[src/rtl/serdes_pkg.sv]
// Constants and helpers shared by the serializer/deserializer pair.
package serdes_pkg;
  localparam int SERDES_WIDTH    = 4;
  localparam bit MSB_FIRST_ORDER = 1'b1;
  localparam bit LSB_FIRST_ORDER = 1'b0;

  // A count register needs at least one bit even for the smallest word.
  function automatic int cnt_w(input int w);
    return (w <= 2) ? 1 : $clog2(w);
  endfunction
endpackage

[src/rtl/sipo_out_buf.sv]
// Single-entry valid/ready output register. A word arriving while the entry is
// held by a stalled consumer is dropped and flagged in a sticky overrun bit.
module sipo_out_buf #(
  parameter int WIDTH = 4
) (
  input  logic             clk,
  input  logic             rst_n,
  input  logic             load_i,
  input  logic [WIDTH-1:0] word_i,
  input  logic             ready_i,
  input  logic             ovr_clr_i,
  output logic [WIDTH-1:0] data_o,
  output logic             valid_o,
  output logic             overrun_o
);
  logic [WIDTH-1:0] data_q, data_d;
  logic             valid_q, valid_d;
  logic             ovr_q, ovr_d;
  logic             drop;

  always_comb begin
    data_d  = data_q;
    valid_d = valid_q;
    drop    = load_i & valid_q & ~ready_i;
    if (load_i && !drop) begin
      data_d  = word_i;
      valid_d = 1'b1;
    end else if (valid_q && ready_i) begin
      valid_d = 1'b0;
    end
    // A new drop takes priority over a clear on the same edge.
    if (drop)           ovr_d = 1'b1;
    else if (ovr_clr_i) ovr_d = 1'b0;
    else                ovr_d = ovr_q;
  end

  always_ff @(posedge clk or negedge rst_n) begin
    if (!rst_n) begin
      data_q  <= '0;
      valid_q <= 1'b0;
      ovr_q   <= 1'b0;
    end else begin
      data_q  <= data_d;
      valid_q <= valid_d;
      ovr_q   <= ovr_d;
    end
  end

  assign data_o    = data_q;
  assign valid_o   = valid_q;
  assign overrun_o = ovr_q;
endmodule

[src/rtl/sipo_deserializer.sv]
// Serial-in parallel-out receiver: assembles WIDTH-bit words from strobed
// serial bits and hands them off through a valid/ready output buffer.
module sipo_deserializer
  import serdes_pkg::*;
#(
  parameter int WIDTH     = SERDES_WIDTH,
  parameter bit MSB_FIRST = MSB_FIRST_ORDER
) (
  input  logic             clk,
  input  logic             rst_n,
  input  logic             sin,
  input  logic             sin_en,
  input  logic             sync_clr,
  output logic [WIDTH-1:0] pout,
  output logic             pout_valid,
  input  logic             pout_ready,
  output logic             busy,
  output logic             overrun,
  input  logic             ovr_clr
);
  localparam int            CW   = cnt_w(WIDTH);
  localparam logic [CW-1:0] LAST = CW'(WIDTH - 1);

  logic [WIDTH-1:0] shift_q, shift_d, shift_base;
  logic [CW-1:0]    cnt_q, cnt_d, cnt_base;
  logic             busy_q;
  logic             word_done;

  always_comb begin
    // sync_clr restarts the frame; a bit strobed on the same edge becomes bit 1.
    shift_base = sync_clr ? '0 : shift_q;
    cnt_base   = sync_clr ? '0 : cnt_q;
    shift_d    = shift_base;
    cnt_d      = cnt_base;
    word_done  = 1'b0;
    if (sin_en) begin
      if (MSB_FIRST) shift_d = {shift_base[WIDTH-2:0], sin};
      else           shift_d = {sin, shift_base[WIDTH-1:1]};
      word_done = (cnt_base == LAST);
      cnt_d     = word_done ? '0 : cnt_base + CW'(1);
    end
  end

  always_ff @(posedge clk or negedge rst_n) begin
    if (!rst_n) begin
      shift_q <= '0;
      cnt_q   <= '0;
      busy_q  <= 1'b0;
    end else begin
      shift_q <= shift_d;
      cnt_q   <= cnt_d;
      busy_q  <= (cnt_d != '0);
    end
  end

  assign busy = busy_q;

  sipo_out_buf #(.WIDTH(WIDTH)) u_out_buf (
    .clk       (clk),
    .rst_n     (rst_n),
    .load_i    (word_done),
    .word_i    (shift_d),
    .ready_i   (pout_ready),
    .ovr_clr_i (ovr_clr),
    .data_o    (pout),
    .valid_o   (pout_valid),
    .overrun_o (overrun)
  );
endmodule

[config.mk]
export PLATFORM = sky130hd
export DESIGN_NAME = sipo_deserializer
export DESIGN_NICKNAME = d
export VERILOG_FILES = /design/src/rtl/serdes_pkg.sv /design/src/rtl/sipo_out_buf.sv /design/src/rtl/sipo_deserializer.sv
export SDC_FILE = /design/constraint.sdc
export NUM_CORES = 1
export LEC_CHECK = 0
export BUFFER_PORTS_ARGS = -buffer_cell sky130_fd_sc_hd__buf_2
export CAP_MARGIN = 20
export CORE_MARGIN = 2
export CORE_UTILIZATION = 40
export DETAILED_ROUTE_END_ITERATION = 8
export HOLD_SLACK_MARGIN = 0.05
export PLACE_DENSITY = 0.6
export SETUP_SLACK_MARGIN = 0.05
export SYNTH_ARGS = -nofsm -noshare
export SYNTH_HDL_FRONTEND = slang
export SYNTH_SLANG_ARGS = --single-unit
export TNS_END_PERCENT = 100
[constraint.sdc]
create_clock -name clk -period 2.9 [get_ports clk]
set_input_delay 0.145 -clock clk [delete_from_list [all_inputs] [get_ports clk]]
set_output_delay 0.145 -clock clk [all_outputs]
set_load 0.05 [all_outputs]
; ---- Yosys cells after proc, flatten, opt, wreduce, memory -nomap -nowiden
; Cells that the tools add are included.
[word_totals]
register_bits = 13
input_bits = 7
out_inout_bits = 7
wordCells = 27
[op_classes]
add_sub_neg = 1
eq_ne = 1
n_mux = 10
bitwise_logic = 3
reduce_logical = 6
[op_table]
columns = cell, n
row1 = 4-bit 2-to-1 mux, 2
row2 = 2-bit 2-to-1 mux, 3
row3 = 2-bit nonzero test, 3
row4 = 1-bit 2-to-1 mux, 5
row5 = "2-bit by 1-bit adder with 2-bit output, second input constant", 1
row6 = 1-bit AND, 2
row7 = "2-bit == test, second input constant", 1
row8 = 1-bit logical AND, 2
row9 = 1-bit logical NOT, 1
row10 = 1-bit inverter, 1

; ---- Depth between registers and ports, before layout
; Gate-level depths: netlist of run 1.
[logic_depth]
ltp_word = 8
ltp_mapped = 6

; ---- Hierarchy
; Synthesis of run 1 repeated with hierarchy kept, for this count alone.
[hier_totals]
hier_cells = 41
hier_area_um2 = 568.0
[modules_own_cells]
columns = mod, instances, cells_per_inst, area_per_inst_um2
row1 = sipo_deserializer, 1, 25, 315.3
row2 = sipo_out_buf, 1, 16, 252.7

; ---- Worst setup path before layout of run 1
; No wires, ideal clock.
[synth_timing]
path_kind = register to register
from = register u_out_buf.valid_q, in the netlist u_out_buf.valid_o
to = register u_out_buf.data_q[0], in the netlist u_out_buf.data_o[0]
setup_ns = 0.125
arrival_time_ns = 1.244
setup_slack_ns = 1.531
path_stages_with_launch = 4
n_path_buf = 0
path_cell_list = dfrtp_1 nand2b_1 nor2b_4 mux2_2
[synth_between]
elab_chain_cells = 4
[synth_rtl]
columns = element, line_no
row1 = "start, declared", sipo_out_buf.sv:17  ; logic valid_q, valid_d;
row2 = "start signal, assigned", sipo_out_buf.sv:44  ; valid_q <= valid_d;
row3 = 1-bit AND (2 in a row), sipo_out_buf.sv:24  ; drop = load_i & valid_q & ~ready_i;
row4 = 1-bit logical NOT, sipo_out_buf.sv:25  ; if (load_i && !drop) begin
row5 = 1-bit logical AND, sipo_out_buf.sv:25
row6 = "end signal, assigned", sipo_out_buf.sv:43  ; data_q <= data_d;
row7 = "end, declared", sipo_out_buf.sv:16  ; logic [WIDTH-1:0] data_q, data_d;
; No other way between the ends.
; A chain may end at the register's enable or synchronous reset.

; ---- Final worst setup path of run 1
[layout_timing]
from = register cnt_q[1]
to = register u_out_buf.data_q[0], in the netlist u_out_buf.data_o[0]
[layout_between]
elab_chain_cells = 7
[layout_rtl]
columns = element, line_no
row1 = "start, declared", sipo_deserializer.sv:25  ; logic [CW-1:0] cnt_q, cnt_d, cnt_base;
row2 = "start signal, assigned", sipo_deserializer.sv:51  ; cnt_q <= cnt_d;
row3 = 2-bit 2-to-1 mux *, sipo_deserializer.sv:32  ; cnt_base = sync_clr ? '0 : cnt_q;
row4 = 2-bit == test *, sipo_deserializer.sv:39  ; word_done = (cnt_base == LAST);
row5 = 1-bit 2-to-1 mux *, sipo_deserializer.sv:36  ; if (sin_en) begin
row6 = 1-bit AND (2 in a row), sipo_out_buf.sv:24
row7 = 1-bit logical NOT, sipo_out_buf.sv:25
row8 = 1-bit logical AND *, sipo_out_buf.sv:25
; Every way passes the cells marked *; elsewhere a longest branch is shown, timed or not.

==> reports/metrics.cfg, run 1 <==
[run_status]
status=complete, no violations

[worst_setup_path]
worstPathRequired_ns=3.05
crit_fanout=4
cp-startpoint=cnt_q[1]$_DFF_PN0_
endpoint_kind=flop
regToRegStartpoint=cnt_q[1]$_DFF_PN0_
r2r_end=u_out_buf.data_o[0]$_DFFE_PN0P_
crit_path_start_kind=flop
regToRegSetupSlack_ns=1.46
crit_arrival_ns=1.59
endpoint=u_out_buf.data_o[0]$_DFFE_PN0P_
critical_path_class=reg -> reg
r2r_cells=5

[logic_synthesis]
ys_ff_latch=12
synth_area_per_cell_um2=13.1
synth_warnings=0
ys_seq_area_share_pct=57.3
synth_cell_types=18
synth_top_area_share_pct=57.3
netlist_instances=40
syn_nets=48
synth_area_leader_cell=dfrtp_1
synth_area_leaders=dfrtp_1, mux2_2, nor2b_1
netlist_area_um2=524

[cts]
post_cts_resized=0
clk_pin_slew_ns=0.07
cts_made_buffers=3
insertion_delay_ns=0.26
clockRootBuffer=clkbuf_4
cts.sinks=12
clockBufferDepth=2
cts_setup_buffers=0
ctsHoldBuffers=1
cts_tree=done
htree_levels=1

[global_routing]
grt_pass1_vias=312
grt_usage_pct=12.6
antenna_found_initial=0
grt_pass1_wl_um=1300
grt_overflow=0
grt_max_degree=13

[route]
drt-total-wl_um=815
viasPerCell=4.72
drt.antenna.violating_nets=0
drc=0
drtPass1Iterations=2
num_vias=335
avgRoutedWirePerCell_um=11.5
drtIter0Drc=1

[min_path]
hold_class=in -> reg
hold_depth=2

[finish]
area_growth_pct=20.0
n_fill_cell=123
final_cell_mix=buf_2, dfrtp_1, mux2_2
final_common_cell=buf_2
drive_gt1_share_pct=46.4
multi_input_area_um2=205
n_antenna_cell=0
final_cell_area_um2=629
final-seq-area_um2=300
final_net_count=66

[die]
floorplan.die_area_mm2=0.00162
std_cell_rows=13
num_io_pins=14
die_x_um=40.2
core_area_mm2=0.00127
initial_utilization_pct=41.3
die_h_um=40.2

[power_and_ir_drop]
power_leakage_nw=0.345
ir_drop_v=0.000239
power_mw=0.375
p_per_area_mw_per_mm2=596

[sta]
finalCritPeriodShare_pct=49.6
skew_ns=0.00398
setup_tns_ns=0
fmax_mhz=695
worst_pin_slew_ns=0.269
finalMaxSlewViolations=0
setup_viol=0
period_needed_ns=1.44
slew_headroom_pct=82.0
rsz0062_at_grt=no
hold_viol=0

[placement]
dpl-instance-area_um2=597
port_buffers=13
place.gp.congestion=0.635

[job]
max_cap_violations=0

[kinds of logic after synthesis]
family                   after synthesis  synth area share [%]
AND/OR/NAND/NOR                       13                  16.2
flip-flops                            12                  57.3
multiplexers                           8                  16.7
buffers and inverters                  3                  3.58
AO/OA/AOI/OAI                          2                  2.15
XOR/XNOR                               1                  1.67
adder cells (fa/ha/maj)                1                  2.39
[worst max-delay path, cell delays in order (launching register included)]
cell and delay [ns]:
dfrtp_1 0.32, nor2b_1 0.21, ha_1 0.23, nand2_4 0.07
nor2b_4 0.16, mux2_2 0.35
[layout make-up]
cell class	count	area share (%)
Tap cell	15	2.98
Sequential cell	12	47.7
Timing Repair Buffer	14	11.9
Inverter	2	1.19
Clock buffer	3	3.58
Multi-Input combinational cell	25	32.6
[where the power goes]
part	total [mW]	switching [mW]	internal (mW)
combinational	0.0877	0.0593	0.0284
clock	0.0974	0.0495	0.0479
sequential	0.190	0.00626	0.184
total	0.375	0.115	0.260
[registers in the layout, indices dropped and copies added (netlist names)]
register             cells
busy                     1
cnt_q                    2
u_out_buf.overrun_o      1
u_out_buf.valid_o        1
shift_q                  3
u_out_buf.data_o         4
[cell usage after synthesis]
cell,number
mux2i_1,2
nand2_1,1
nand2_4,1
nor2b_1,4
xnor2_1,1
mux2_2,6
nor3_1,1
a21oi_1,1
inv_2,1
inv_1,1
ha_1,1
o22ai_1,1
nor2_1,3
nand2b_1,1
dfrtp_1,12
buf_6,1
nand2b_2,1
nor2b_4,1
[metal layers]
metal  up-vias  share of wire (%)  wire length [um]  global-route usage [%]
li1        164                  -                 -                       -
met1       163                 44               362                    16.3
met2         8                 51               417                    18.5
met3         0                4.4                36                    5.00
met4         0                  0                 0                    5.00
met5         -                  0                 0                       0
[per-stage QoR]
step | hold WS (ns) | cells | setup slack (ns) | utilization, %
floorplan | -0.151 | 40 | 1.53 | -
finish | 0.0902 | 71 | 1.46 | 49.6
global route | 0.0955 | 71 | 1.37 | 49.6
detailed placement | 0.0369 | 67 | 1.45 | 47.0
global placement | 0.0385 | 67 | 1.43 | 47.0
CTS | 0.0864 | 71 | 1.45 | 49.6
[worst min-delay path by stage]
stage	startpoint	end	slack, ns
2_1_floorplan	rst_n	busy$_DFF_PN0_	-0.15
3_3_place_gp	rst_n	cnt_q[0]$_DFF_PN0_	0.04
3_5_place_dp	rst_n	u_out_buf.overrun_o$_DFFE_PN0P_	0.04
4_1_cts	ovr_clr	u_out_buf.overrun_o$_DFFE_PN0P_	0.09
5_1_grt	ovr_clr	u_out_buf.overrun_o$_DFFE_PN0P_	0.1
6_report	ovr_clr	u_out_buf.overrun_o$_DFFE_PN0P_	0.09
Power figures use the tool's default switching activity.
==> inputs of run 2 (changes only) <==
- ABC_AREA: not set -> 1
- clock period: 2.9 -> 1.45 ns (I/O delays scaled with it)
==> run 2 against run 1 <==
Sequential cell count rose by 1; die area increased by 6.4%; register-to-register slack got worse by 1.1 ns; design area up 9.7%; sequential share of layout area down 0.61 points; fmax up 27%; via count grew 32%; largest power group unchanged; count of clock-buffer cells in the layout up 1; critical endpoint is now busy$_DFF_PN0_; core utilization increased by 3.5 points; clock power increased by 130%.
==> reports/metrics.cfg, run 2 <==
[worst_setup_path]
crit_path_start_kind=flop
cp_common_cell=nand2_1
critical_path.max_stage_delay_ns=0.36
endpoint_kind=flop
critical_path_class=reg -> reg
crit_arrival_ns=1.30
crit_fanout=2
worstPathRequired_ns=1.62
slowest_stage=dfrtp_1
cp_cell_sequence=nand2_1 -> inv_2 -> ha_1 -> nand2_1 -> nand2_1 -> inv_1 -> nand2_1

[sta]
slew_headroom_pct=80.8
period_needed_ns=1.13
finalCritPeriodShare_pct=77.9
fmax_mhz=885
worst_pin_slew_ns=0.288
skew_ns=0.00476
finalMaxSlewViolations=0
setup_tns_ns=0
setup_viol=0
rsz0062_at_grt=no
hold_viol=0

[die]
die_x_um=41.5
num_io_pins=14
floorplan.die_area_mm2=0.00172
std_cell_rows=13
initial_utilization_pct=43.2
die_h_um=41.5
core_area_mm2=0.00130

[logic_synthesis]
synth_edf_count=0
synth_area_leader_cell=dfrtp_1
synth_common_cells=nand2_1, dfrtp_1, nand3_1, inv_1, inv_2
ys_seq_area_share_pct=57.9
synth_warnings=0
netlist_instances=63
netlist_area_um2=562
yosysMostFrequentCell=nand2_1
synth_cell_types=12
syn_nets=71
ys.flop_type=dfrtp_1
synth_area_per_cell_um2=8.92
synth_area_leaders=dfrtp_1, nand2_1, nand3_1
ys_ff_latch=13
async_reset_ff_share_pct=100
synth_top_area_share_pct=57.9

[job]
max_cap_violations=0

[run_status]
status=complete, no violations

[route]
drtIter0Drc=2
drtPass1Iterations=4
avgRoutedWirePerCell_um=10.4
drt-total-wl_um=1010
drc=0
num_vias=441
viasPerCell=4.55
drt.antenna.violating_nets=0

[global_routing]
grt_max_degree=14
grt_usage_pct=14.5
grt_overflow=0
grt_pass1_vias=427
antenna_found_initial=0
grt_pass1_wl_um=1810

[cts]
cts_setup_buffers=0
htree_levels=1
cts_tree=done
cts_made_buffers=3
clockRootBuffer=clkbuf_4
clk_pin_slew_ns=0.08
clockBufferDepth=2
cts.sinks=13
insertion_delay_ns=0.28

[finish]
drive_gt1_share_pct=26.8
instances_no_fill=97
final_common_cell=nand2_1
final_cell_mix=nand2_1, dfrtp_1, buf_2
area_growth_pct=22.9
final_net_count=91
n_antenna_cell=0

[power_and_ir_drop]
ir_drop_v=0.000585
power_leakage_nw=0.412
power.internal_mw=0.531
clkPwrFrac_pct=29.6
p_per_area_mw_per_mm2=1100
power.share.combinational_pct=18.2
switching_share_pct=30.0
p_switching_mw=0.227
seqPwrFrac_pct=52.2

[placement]
place.gp.congestion=0.782
dpl.hpwl_um=749
port_buffers=13
place_inst=90

[min_path]
hold_class=in -> reg

## run 2: changes by cell type after synthesis, sizes merged
cell and delta:
nand2 +28, inv +6, mux2 -6, nand3 +6
nor2b -5, mux2i -2, nand2b -2, dfrtp +1
nor2 -1, nor3 -1, xnor2 -1
## run 2: worst paths after layout
| path | from | slack, ns | endpoint | cells after the start |
|---|---|---|---|---|
| worst min-delay path | pout_ready | 0.11 | u_out_buf.valid_o$_DFFE_PN0P_ | 4 |
| worst max-delay path | cnt_q[0]$_DFF_PN0_ | 0.32 | busy$_DFF_PN0_ | 7 |
| worst min register to register | u_out_buf.data_o[3]$_DFFE_PN0P_ | 0.48 | u_out_buf.data_o[3]$_DFFE_PN0P_ | 2 |
| min in group asynchronous | rst_n | 0.20 | cnt_q[1]$_DFF_PN0_ | 2 |
| max in group asynchronous | rst_n | 1.02 | busy$_DFF_PN0_ | 2 |
| worst max register to register | cnt_q[0]$_DFF_PN0_ | 0.32 | busy$_DFF_PN0_ | 7 |
## run 2: final cells by class
type                       count  area (um^2)
fill                         124          611
inverter                       8         30.0
tap                           15         18.8
sequential                    13          325
clock buffer                   4         26.3
timing repair buffer          16         95.1
multi-input combinational     41          195
## run 2: kinds of logic after synthesis
kind of cell	Yosys count	synth area share, %
compound gates	2	4.01
buf+inv	9	7.35
simple gates	38	28.5
flops	13	57.9
fa+ha+maj	1	2.23
## run 2: layer usage
metal / GRT usage (%) / share of wire, %
met4: 13.5 / 3.9
met2: 19.4 / 42
met3: 4.35 / 6.1
met1: 18.3 / 48
met5: 0 / 0
## run 2: power by group through the flow
stage                     Sequential, mW  Combinational [mW]  Clock, mW
after floorplan                    0.454              0.0455          0
after global placement             0.403               0.132          0
after detailed placement           0.403               0.134          0
after CTS                          0.396               0.140      0.235
after global routing               0.398               0.151      0.249
final                              0.396               0.138      0.224
## run 2: critical path, delay by kind of cell (launching register included)
| kind | cells | cell delay, ns |
|---|---|---|
| adder cells (fa/ha/maj) | 1 | 0.28 |
| buffers and inverters | 2 | 0.11 |
| flip-flops | 1 | 0.36 |
| AND/OR/NAND/NOR | 4 | 0.28 |
## run 2: repair_timing
action	in CTS	in global routing
hold buffers	3	0
gates resized for setup	0	0
hold endpoints to repair	15	0
## run 2: through the flow
stage                     total power, mW  utilization (%)  worst slack, ns  hold slack, ns  cell area, um^2
after CTS                           0.771             53.1            0.304           0.111              691
after global routing                0.799             53.1            0.217           0.141              691
after floorplan                     0.499                -            0.302          -0.223              562
after detailed placement            0.537             48.8            0.320         -0.0193              634
after global placement              0.535             48.8            0.331         -0.0249              634
final                               0.758             53.1            0.320           0.113              691
==> inputs of run 3 (changes only) <==
- clock period: 1.45 -> 1.2 ns (I/O delays scaled with it)
==> run 3 against run 2 <==
Non-clock buffer count grew 2; via count grew 1.4%; design area grew 4.9%; largest cell class unchanged; combinational power grew 26%; final cell count grew 2.1%; fmax grew 2.5%; routed wire length grew 2.4%; count of clock-buffer cells in the layout is the same; sequential power grew 21%; first-iteration DRC count grew 100%; register-to-register slack lost 0.22 ns; core utilization grew 2.6 points.
==> reports/metrics.cfg, run 3 (synthesis results as in run 2) <==
[cts]
cts.sinks=13
clk_pin_slew_ns=0.08
cts_made_buffers=3
clockRootBuffer=clkbuf_4
htree_levels=1
insertion_delay_ns=0.28
cts_tree=done
clockBufferDepth=2

[finish]
n_antenna_cell=0
drive_gt1_share_pct=34.5
final_common_cell=nand2_1
fin_util_pct=55.7
area_growth_pct=29.0
final_net_count=93
final_cell_mix=nand2_1, dfrtp_1, buf_2

[global_routing]
grt_use_met1_pct=16.6
grt_max_degree=14
grt_pass1_vias=419
grt.busiest_layer=met2
use_met3_pct=4.35
grt_overflow=0
grt_pass1_wl_um=1760
met2_usage_pct=21.3
antenna_found_initial=0
grt_usage_pct=13.7

[die]
floorplan.die_area_mm2=0.00172
core_area_mm2=0.00130
std_cell_rows=13
num_io_pins=14
die_x_um=41.5
initial_utilization_pct=43.2
die_h_um=41.5

[route]
drtIter0Drc=4
drt.antenna.violating_nets=0
drtPass1Iterations=2
avgRoutedWirePerCell_um=10.4
num_vias=447
drt-total-wl_um=1030
drc=0
viasPerCell=4.52

[sta]
worst_pin_slew_ns=0.295
skew_ns=0.00467
setup_viol=0
period_needed_ns=1.10
finalCritPeriodShare_pct=91.9
fmax_mhz=907
slew_headroom_pct=80.3
worst_slack_ns=0.0969
finalMaxSlewViolations=0
rsz0062_at_grt=yes
finalHoldWorstSlack_ns=0.114
hold_viol=0

[worst_setup_path]
crit_fanout=4
r2r_cells=7
critical_path_class=reg -> reg
slowest_stage=dfrtp_1
crit_path_start_kind=flop
cp-startpoint=cnt_q[1]$_DFF_PN0_
regToRegStartpoint=cnt_q[1]$_DFF_PN0_
regToRegSetupSlack_ns=0.1
critPathBufInv=1
r2r_end=u_out_buf.data_o[1]$_DFFE_PN0P_
crit_arrival_ns=1.33
critical_path.max_stage_delay_ns=0.33
cp_cell_sequence=inv_1 -> nor2_2 -> ha_2 -> nand2_4 -> a21oi_4 -> nand2_1 -> nand2_1
endpoint_kind=flop
path_depth=7
crit_family=flip-flops
cp_common_cell=nand2_1
endpoint=u_out_buf.data_o[1]$_DFFE_PN0P_
worstPathRequired_ns=1.42

[power_and_ir_drop]
power_mw=0.923
power_leakage_nw=0.420
ir_drop_v=0.000702
p_per_area_mw_per_mm2=1270

[placement]
pre_cts_ws_ns=0.0609
place.gp.congestion=0.783
port_buffers=13
dpl.hpwl_um=731

[job]
max_cap_violations=0

[run_status]
status=complete, no violations

[min_path]
hold_class=in -> reg

## run 3: changes by cell type in the layout (fill, tap and decap cells not counted)
cell and change:
ha_1 -1, nand2_1 -1, o22ai_1 -1, nor2_1 -1, nand3_1 -1, o22ai_2 +1
buf_4 +2, nand2_2 +1, nor2_2 +1, nand3_2 +1, ha_2 +1
## run 3: cell type report
type                            instances  area [um^2]
Fill cell                             128          577
Sequential cell                        13          325
Timing Repair Buffer                   18          110
Inverter                                8         30.0
Multi-Input combinational cell         41          214
Tap cell                               15         18.8
Clock buffer                            4         26.3
## run 3: worst min path at each step
stage / startpoint / endpoint / cells after the start
floorplan: rst_n / busy$_DFF_PN0_ / 0
global placement: rst_n / cnt_q[0]$_DFF_PN0_ / 1
detailed placement: rst_n / cnt_q[0]$_DFF_PN0_ / 1
CTS: sync_clr / shift_q[3]$_DFF_PN0_ / 4
global route: sync_clr / cnt_q[1]$_DFF_PN0_ / 4
finish: sync_clr / cnt_q[1]$_DFF_PN0_ / 4
## run 3: timing repair
item	CTS	global route
hold buffers	3	0
resized for setup	0	5
setup buffers	0	2
hold endpoints to repair	15	0
endpoints found under the setup margin	0	5
## run 3: worst register-to-register path, stage by stage (launching register included)
cell     delay, ns
dfrtp_1       0.33
inv_1         0.04
nor2_2        0.10
ha_2          0.23
nand2_4       0.07
a21oi_4       0.15
nand2_1       0.07
nand2_1       0.06
## run 3: stage by stage
stage	instances	TNS (ns)	instance area [um^2]
2_1_floorplan	63	0	562
3_3_place_gp	90	0	634
3_5_place_dp	90	0	634
4_1_cts	97	0	691
5_1_grt	99	-0.00156	724
6_report	99	0	724
## run 3: where the power goes
part | internal, mW | switching [mW]
combinational | 0.0484 | 0.125
sequential | 0.467 | 0.0116
clock | 0.129 | 0.142
total | 0.644 | 0.279
## run 3: per-layer routing
metal | up-vias | wire [um]
li1 | 235 | -
met1 | 198 | 488
met2 | 10 | 475
met3 | 4 | 49
met4 | 0 | 18
met5 | - | 0
